### config.mk
export PLATFORM = sky130hd
export DESIGN_NAME = pulse_stretcher
export DESIGN_NICKNAME = d
export VERILOG_FILES = /design/src/rtl/pulse_stretcher_pkg.sv /design/src/rtl/pulse_stretcher_load_down_counter.sv /design/src/rtl/pulse_stretcher.sv
export SDC_FILE = /design/constraint.sdc
export NUM_CORES = 1
export LEC_CHECK = 0
export CORE_ASPECT_RATIO = 0.75
export CORE_MARGIN = 3
export CORE_UTILIZATION = 36
export CTS_BUF_LIST = sky130_fd_sc_hd__clkbuf_4 sky130_fd_sc_hd__clkbuf_8
export CTS_CLUSTER_SIZE = 20
export DETAILED_ROUTE_END_ITERATION = 12
export DONT_BUFFER_PORTS = 1
export SLEW_MARGIN = 10
export SYNTH_ARGS = -nofsm -noshare
export SYNTH_HDL_FRONTEND = slang
export SYNTH_SLANG_ARGS = --single-unit
### constraint.sdc
create_clock -name Clk -period 5 [get_ports Clk]
set_input_delay 0.5 -clock Clk [delete_from_list [all_inputs] [get_ports Clk]]
set_output_delay 0.5 -clock Clk [all_outputs]
set_load 0.01 [all_outputs]
### src/rtl/pulse_stretcher_pkg.sv
// Shared types and default timing for the LED/status pulse stretcher.
package pulse_stretcher_pkg;

  // Blink state; the fourth encoding is never entered on purpose and falls back to IDLE.
  typedef enum logic [1:0] {
    IDLE   = 2'd0,
    ON     = 2'd1,
    GAP    = 2'd2,
    UNUSED = 2'd3
  } state_t;

  // Board clock and the human-visible defaults derived from it.
  localparam int CLK_HZ         = 50_000_000;
  localparam int DEF_ON_CYCLES  = CLK_HZ / 2;  // 0.5 s lit
  localparam int DEF_OFF_CYCLES = CLK_HZ / 4;  // 0.25 s forced dark gap
  localparam int DEF_PEND_W     = 3;

  // Timer width covering the longer of the two phases; at least one bit so
  // that ON_CYCLES = OFF_CYCLES = 1 still yields a legal vector.
  function automatic int timer_width(input int on_c, input int off_c);
    int m;
    int w;
    m = (on_c > off_c) ? on_c : off_c;
    w = $clog2(m);
    return (w < 1) ? 1 : w;
  endfunction

endpackage

### src/rtl/pulse_stretcher_load_down_counter.sv
// Loadable down-counter used as the ON/GAP phase timer.
module load_down_counter
  import pulse_stretcher_pkg::*;
#(
  parameter int W = 8
) (
  input  logic         Clk,
  input  logic         Reset,
  input  logic         Load,
  input  logic [W-1:0] LoadVal,
  input  logic         Dec,
  output logic         Zero
);

  logic [W-1:0] count_reg;

  // Load wins over decrement; the count parks at zero instead of wrapping.
  always_ff @(posedge Clk or posedge Reset) begin
    if (Reset) begin
      count_reg <= '0;
    end else if (Load) begin
      count_reg <= LoadVal;
    end else if (Dec && (count_reg != '0)) begin
      count_reg <= count_reg - 1'b1;
    end
  end

  assign Zero = (count_reg == '0);

endmodule

### src/rtl/pulse_stretcher.sv
// Stretches single-cycle event strobes into visible blinks: ON_CYCLES high,
// then a mandatory OFF_CYCLES low gap. Events arriving mid-blink are queued
// in a saturating counter and replayed back to back.
module pulse_stretcher
  import pulse_stretcher_pkg::*;
#(
  parameter int ON_CYCLES  = DEF_ON_CYCLES,
  parameter int OFF_CYCLES = DEF_OFF_CYCLES,
  parameter int PEND_W     = DEF_PEND_W
) (
  input  logic              Clk,
  input  logic              Reset,
  input  logic              Pi,
  output logic              Lo,
  output logic              Busy,
  output logic [PEND_W-1:0] Pending,
  output logic              Ovf
);

  localparam int              TW       = timer_width(ON_CYCLES, OFF_CYCLES);
  localparam logic [TW-1:0]   ON_LOAD  = TW'(ON_CYCLES - 1);
  localparam logic [TW-1:0]   OFF_LOAD = TW'(OFF_CYCLES - 1);
  localparam logic [PEND_W-1:0] PEND_MAX = '1;

  // Reject degenerate timings at elaboration.
  if (ON_CYCLES < 1) begin : g_bad_on
    $error("pulse_stretcher: ON_CYCLES must be >= 1");
  end
  if (OFF_CYCLES < 1) begin : g_bad_off
    $error("pulse_stretcher: OFF_CYCLES must be >= 1");
  end
  if (PEND_W < 1) begin : g_bad_pend
    $error("pulse_stretcher: PEND_W must be >= 1");
  end

  state_t              state_reg, state_next;
  logic                lo_reg, busy_reg, ovf_reg, ovf_next;
  logic [PEND_W-1:0]   pending_reg, pending_next;
  logic                timer_zero, timer_load, timer_dec;
  logic [TW-1:0]       timer_load_val;
  logic                push, pop;

  // Phase timer: reloaded on every entry into ON or GAP.
  load_down_counter #(
    .W (TW)
  ) u_timer (
    .Clk     (Clk),
    .Reset   (Reset),
    .Load    (timer_load),
    .LoadVal (timer_load_val),
    .Dec     (timer_dec),
    .Zero    (timer_zero)
  );

  assign timer_dec = ((state_reg == ON) || (state_reg == GAP)) && !timer_zero;

  // Next-state, timer reload and queue push/pop decisions.
  always_comb begin
    state_next     = state_reg;
    timer_load     = 1'b0;
    timer_load_val = ON_LOAD;
    push           = 1'b0;
    pop            = 1'b0;
    case (state_reg)
      IDLE: begin
        // Strobe in idle starts a blink directly; it is never queued.
        if (Pi) begin
          state_next = ON;
          timer_load = 1'b1;
        end
      end
      ON: begin
        push = Pi;
        if (timer_zero) begin
          state_next     = GAP;
          timer_load     = 1'b1;
          timer_load_val = OFF_LOAD;
        end
      end
      GAP: begin
        if (timer_zero) begin
          if (pending_reg != '0) begin
            // Replay a queued event; a coincident strobe takes its place in the queue.
            state_next = ON;
            timer_load = 1'b1;
            pop        = 1'b1;
            push       = Pi;
          end else if (Pi) begin
            // Strobe on the final gap cycle is consumed directly.
            state_next = ON;
            timer_load = 1'b1;
          end else begin
            state_next = IDLE;
          end
        end else begin
          push = Pi;
        end
      end
      default: state_next = IDLE;
    endcase
  end

  // Saturating pending counter with sticky overflow flag.
  always_comb begin
    pending_next = pending_reg;
    ovf_next     = ovf_reg;
    if (push && !pop) begin
      if (pending_reg == PEND_MAX) begin
        ovf_next = 1'b1;
      end else begin
        pending_next = pending_reg + 1'b1;
      end
    end else if (pop && !push) begin
      pending_next = pending_reg - 1'b1;
    end
  end

  // State and registered Moore outputs, cleared asynchronously.
  always_ff @(posedge Clk or posedge Reset) begin
    if (Reset) begin
      state_reg   <= IDLE;
      lo_reg      <= 1'b0;
      busy_reg    <= 1'b0;
      pending_reg <= '0;
      ovf_reg     <= 1'b0;
    end else begin
      state_reg   <= state_next;
      lo_reg      <= (state_next == ON);
      busy_reg    <= (state_next != IDLE);
      pending_reg <= pending_next;
      ovf_reg     <= ovf_next;
    end
  end

  assign Lo      = lo_reg;
  assign Busy    = busy_reg;
  assign Pending = pending_reg;
  assign Ovf     = ovf_reg;

endmodule

==> results.sh <==
export IMPL_grt_max_degree=34
export IMPL_antenna_found_initial=0
export IMPL_overflow=0
export IMPL_die_height_um=72.9
export IMPL_wl_um=5360
export IMPL_antenna_cells=0
export IMPL_fin_nets=256
export IMPL_cts_buffer_depth=2
export IMPL_cts_root_buf="clkbuf_8"
export IMPL_critPathArrivalTime_ns=3.22
export IMPL_dr_first_iter_drc_count=176
export IMPL_cts_tree="built"
export IMPL_instances_no_fill=322
export IMPL_synth_edf_count=0
export IMPL_core_rowCount=23
export IMPL_fmax_mhz=333
export IMPL_cp_end_kind="flop"
export IMPL_setup_viol_count_final=0
export IMPL_numCtsBuffers=5
export IMPL_run_status="complete, no violations"
export IMPL_grt_pass1_vias=1754
export IMPL_path_clk_slew_ns=0.07
export IMPL_finalCriticalPeriod_ns=3.00
export IMPL_synthArstFlopShare_pct=100
export IMPL_worstPathRequired_ns=5.21
export IMPL_worstPathMaxFanout=5
export IMPL_drive_above_1_share_pct=9.31
export IMPL_die_area_mm2=0.00694
export IMPL_hold_violations=0
export IMPL_ys_seq_area_share_pct=38.4
export IMPL_core_mm2=0.00555
export IMPL_yosysWarnings=0
export IMPL_drv_cap=0
export IMPL_rsz0062_at_grt="no"
export IMPL_wl_per_cell_um=16.7
export IMPL_peakVddDrop_uv=192
export IMPL_area_growth_pct=7.11
export IMPL_clk_latency_ns=0.29
export IMPL_dr_pass1_iters=5
export IMPL_avgSynthCellArea_um2=8.77
export IMPL_synth_fp_nets=254
export IMPL_slew_violations=0
export IMPL_worstMarginPinSlew_ns=0.859
export IMPL_hp_class="input port to async pin"
export IMPL_ys_seq_elements=33
export IMPL_cts_hold_buf=0
export IMPL_cts_htree_levels=2
export IMPL_cts_sinks=33
export IMPL_die_x_um=95.2
export IMPL_clock_skew_ns=0.00591
export IMPL_p_leak_uw=0.000821
export IMPL_netlist_area_mm2=0.00215
export IMPL_numPortBuffers=0
export IMPL_cts_setup_buffers=0
export IMPL_initial_core_util_pct=38.7
export IMPL_dp_cells=315
export IMPL_criticalPathCategory="flop to flop"
export IMPL_ant_nets=0
export IMPL_fin_setup_tns_ns=0
export IMPL_largest_reg_flops=25
export IMPL_power_density_mw_per_mm2=393
export IMPL_syn_inst=245
export IMPL_crit_path_start_kind="flop"
export IMPL_ios=9
export IMPL_slew_headroom_pct=42.4
export IMPL_routed_via_count=1891
export IMPL_cts_resized=0
export IMPL_place_gp_congestion=0.828
export IMPL_post_route_period_util_pct=60.1
export IMPL_track_usage_pct=17.3
export IMPL_grt_pass1_wl_um=9130
export IMPL_routed_via_density=5.87
export IMPL_synth_main_ff_cell="dfrtp_1"
export IMPL_synth_cell_types=52
export IMPL_drc_errors=0
export IMPL_hpwl_um=3870
-- through the flow --
step	instance area [µm²]	setup slack (ns)	hold slack (ns)	util [%]	power, µW
floorplan	2150	2.48	0.464	-	621
global route	2300	1.73	0.229	41.4	972
global placement	2210	2.21	0.490	39.8	691
CTS	2300	2.00	0.210	41.4	910
finish	2300	2.00	0.188	41.4	905
detailed placement	2210	2.02	0.517	39.8	694
-- cells in the mapped netlist (all sizes together), types with 4 or more instances --
cell	n	area share, %
a21o	5	1.8
a21oi	11	2.7
a31oi	4	1.2
clkbuf	4	1.2
dfrtp	33	38
ha	5	2.9
inv	11	1.9
nand2	22	3.8
nand3	15	3.5
nand4	6	1.7
nor2	23	4.0
nor3	10	2.6
nor4	12	4.5
nor4b	4	1.9
o21ai	19	4.6
or4	6	2.3
xnor2	9	3.7
-- metal layers --
| layer | GRT usage (%) | up-vias | routed length (µm) |
|---|---|---|---|
| li1 | - | 910 | - |
| met1 | 27.6 | 912 | 2810 |
| met2 | 23.1 | 62 | 2230 |
| met3 | 3.40 | 7 | 259 |
| met4 | 5.28 | 0 | 62 |
| met5 | 0 | - | 0 |
-- critical path, stage by stage, from the launching register on --
cell      delay [ns]
dfrtp_1         0.39
inv_1           0.09
ha_1            0.22
nor4b_1         0.48
nand4_1         0.29
o21ai_1         0.29
a21o_1          0.19
fa_1            0.25
a21boi_0        0.21
nand4_1         0.13
nand4_1         0.09
o21bai_1        0.14
xnor2_1         0.14
-- power by group --
group | internal [µW] | total, µW | switching [µW]
logic | 116 | 333 | 217
clock network | 115 | 211 | 96.3
registers | 311 | 361 | 50.8
-- layout make-up --
class / count / area (µm²)
clock buffers: 7 / 90.1
fillers: 558 / 3250
inverters: 11 / 41.3
multi-input cells: 194 / 1230
flip-flops and latches: 33 / 826
well taps: 75 / 93.8
repair buffers: 2 / 15.0
-- worst paths after layout --
kind	from	cells past startpoint	end	slack, ns
worst max-delay path	u_timer.count_reg[0]	12	Pending[2]	2.00
worst min-delay path	Reset	2	Lo	0.19
worst max register to register	u_timer.count_reg[0]	12	Pending[2]	2.00
worst min register to register	u_timer.count_reg[22]	1	u_timer.count_reg[22]	0.52
max in group asynchronous	Reset	2	u_timer.count_reg[12]	4.49
min in group Clk	u_timer.count_reg[22]	1	u_timer.count_reg[22]	0.52
-- cell families (layout without fill, tap and decap cells) --
group	count (synthesis)	after routing	share of synthesized area, %
simple gates	114	114	29.5
mux	1	1	0.524
flops	33	33	38.4
compound gates	61	61	18.7
fa+ha+maj	6	6	3.84
xor+xnor	12	12	4.89
buf+inv	18	20	4.08
-- cells in the final DEF, fill, tap and decap left out, types with 4 or more instances in the layout --
| master | netlist | final |
|---|---|---|
| dfrtp_1 | 33 | 33 |
| nor2_1 | 23 | 23 |
| nand2_1 | 22 | 22 |
| nand3_1 | 15 | 15 |
| inv_1 | 11 | 11 |
| nor4_1 | 10 | 10 |
| a21oi_1 | 10 | 10 |
| nor3_1 | 9 | 9 |
| o21ai_0 | 9 | 9 |
| o21ai_1 | 9 | 9 |
| xnor2_1 | 9 | 9 |
| nand4_1 | 6 | 6 |
| clkbuf_8 | 1 | 6 |
| or4_1 | 5 | 5 |
| ha_1 | 5 | 5 |
| a21o_1 | 4 | 4 |
| a31oi_1 | 4 | 4 |
Power figures use the tool's default switching activity.
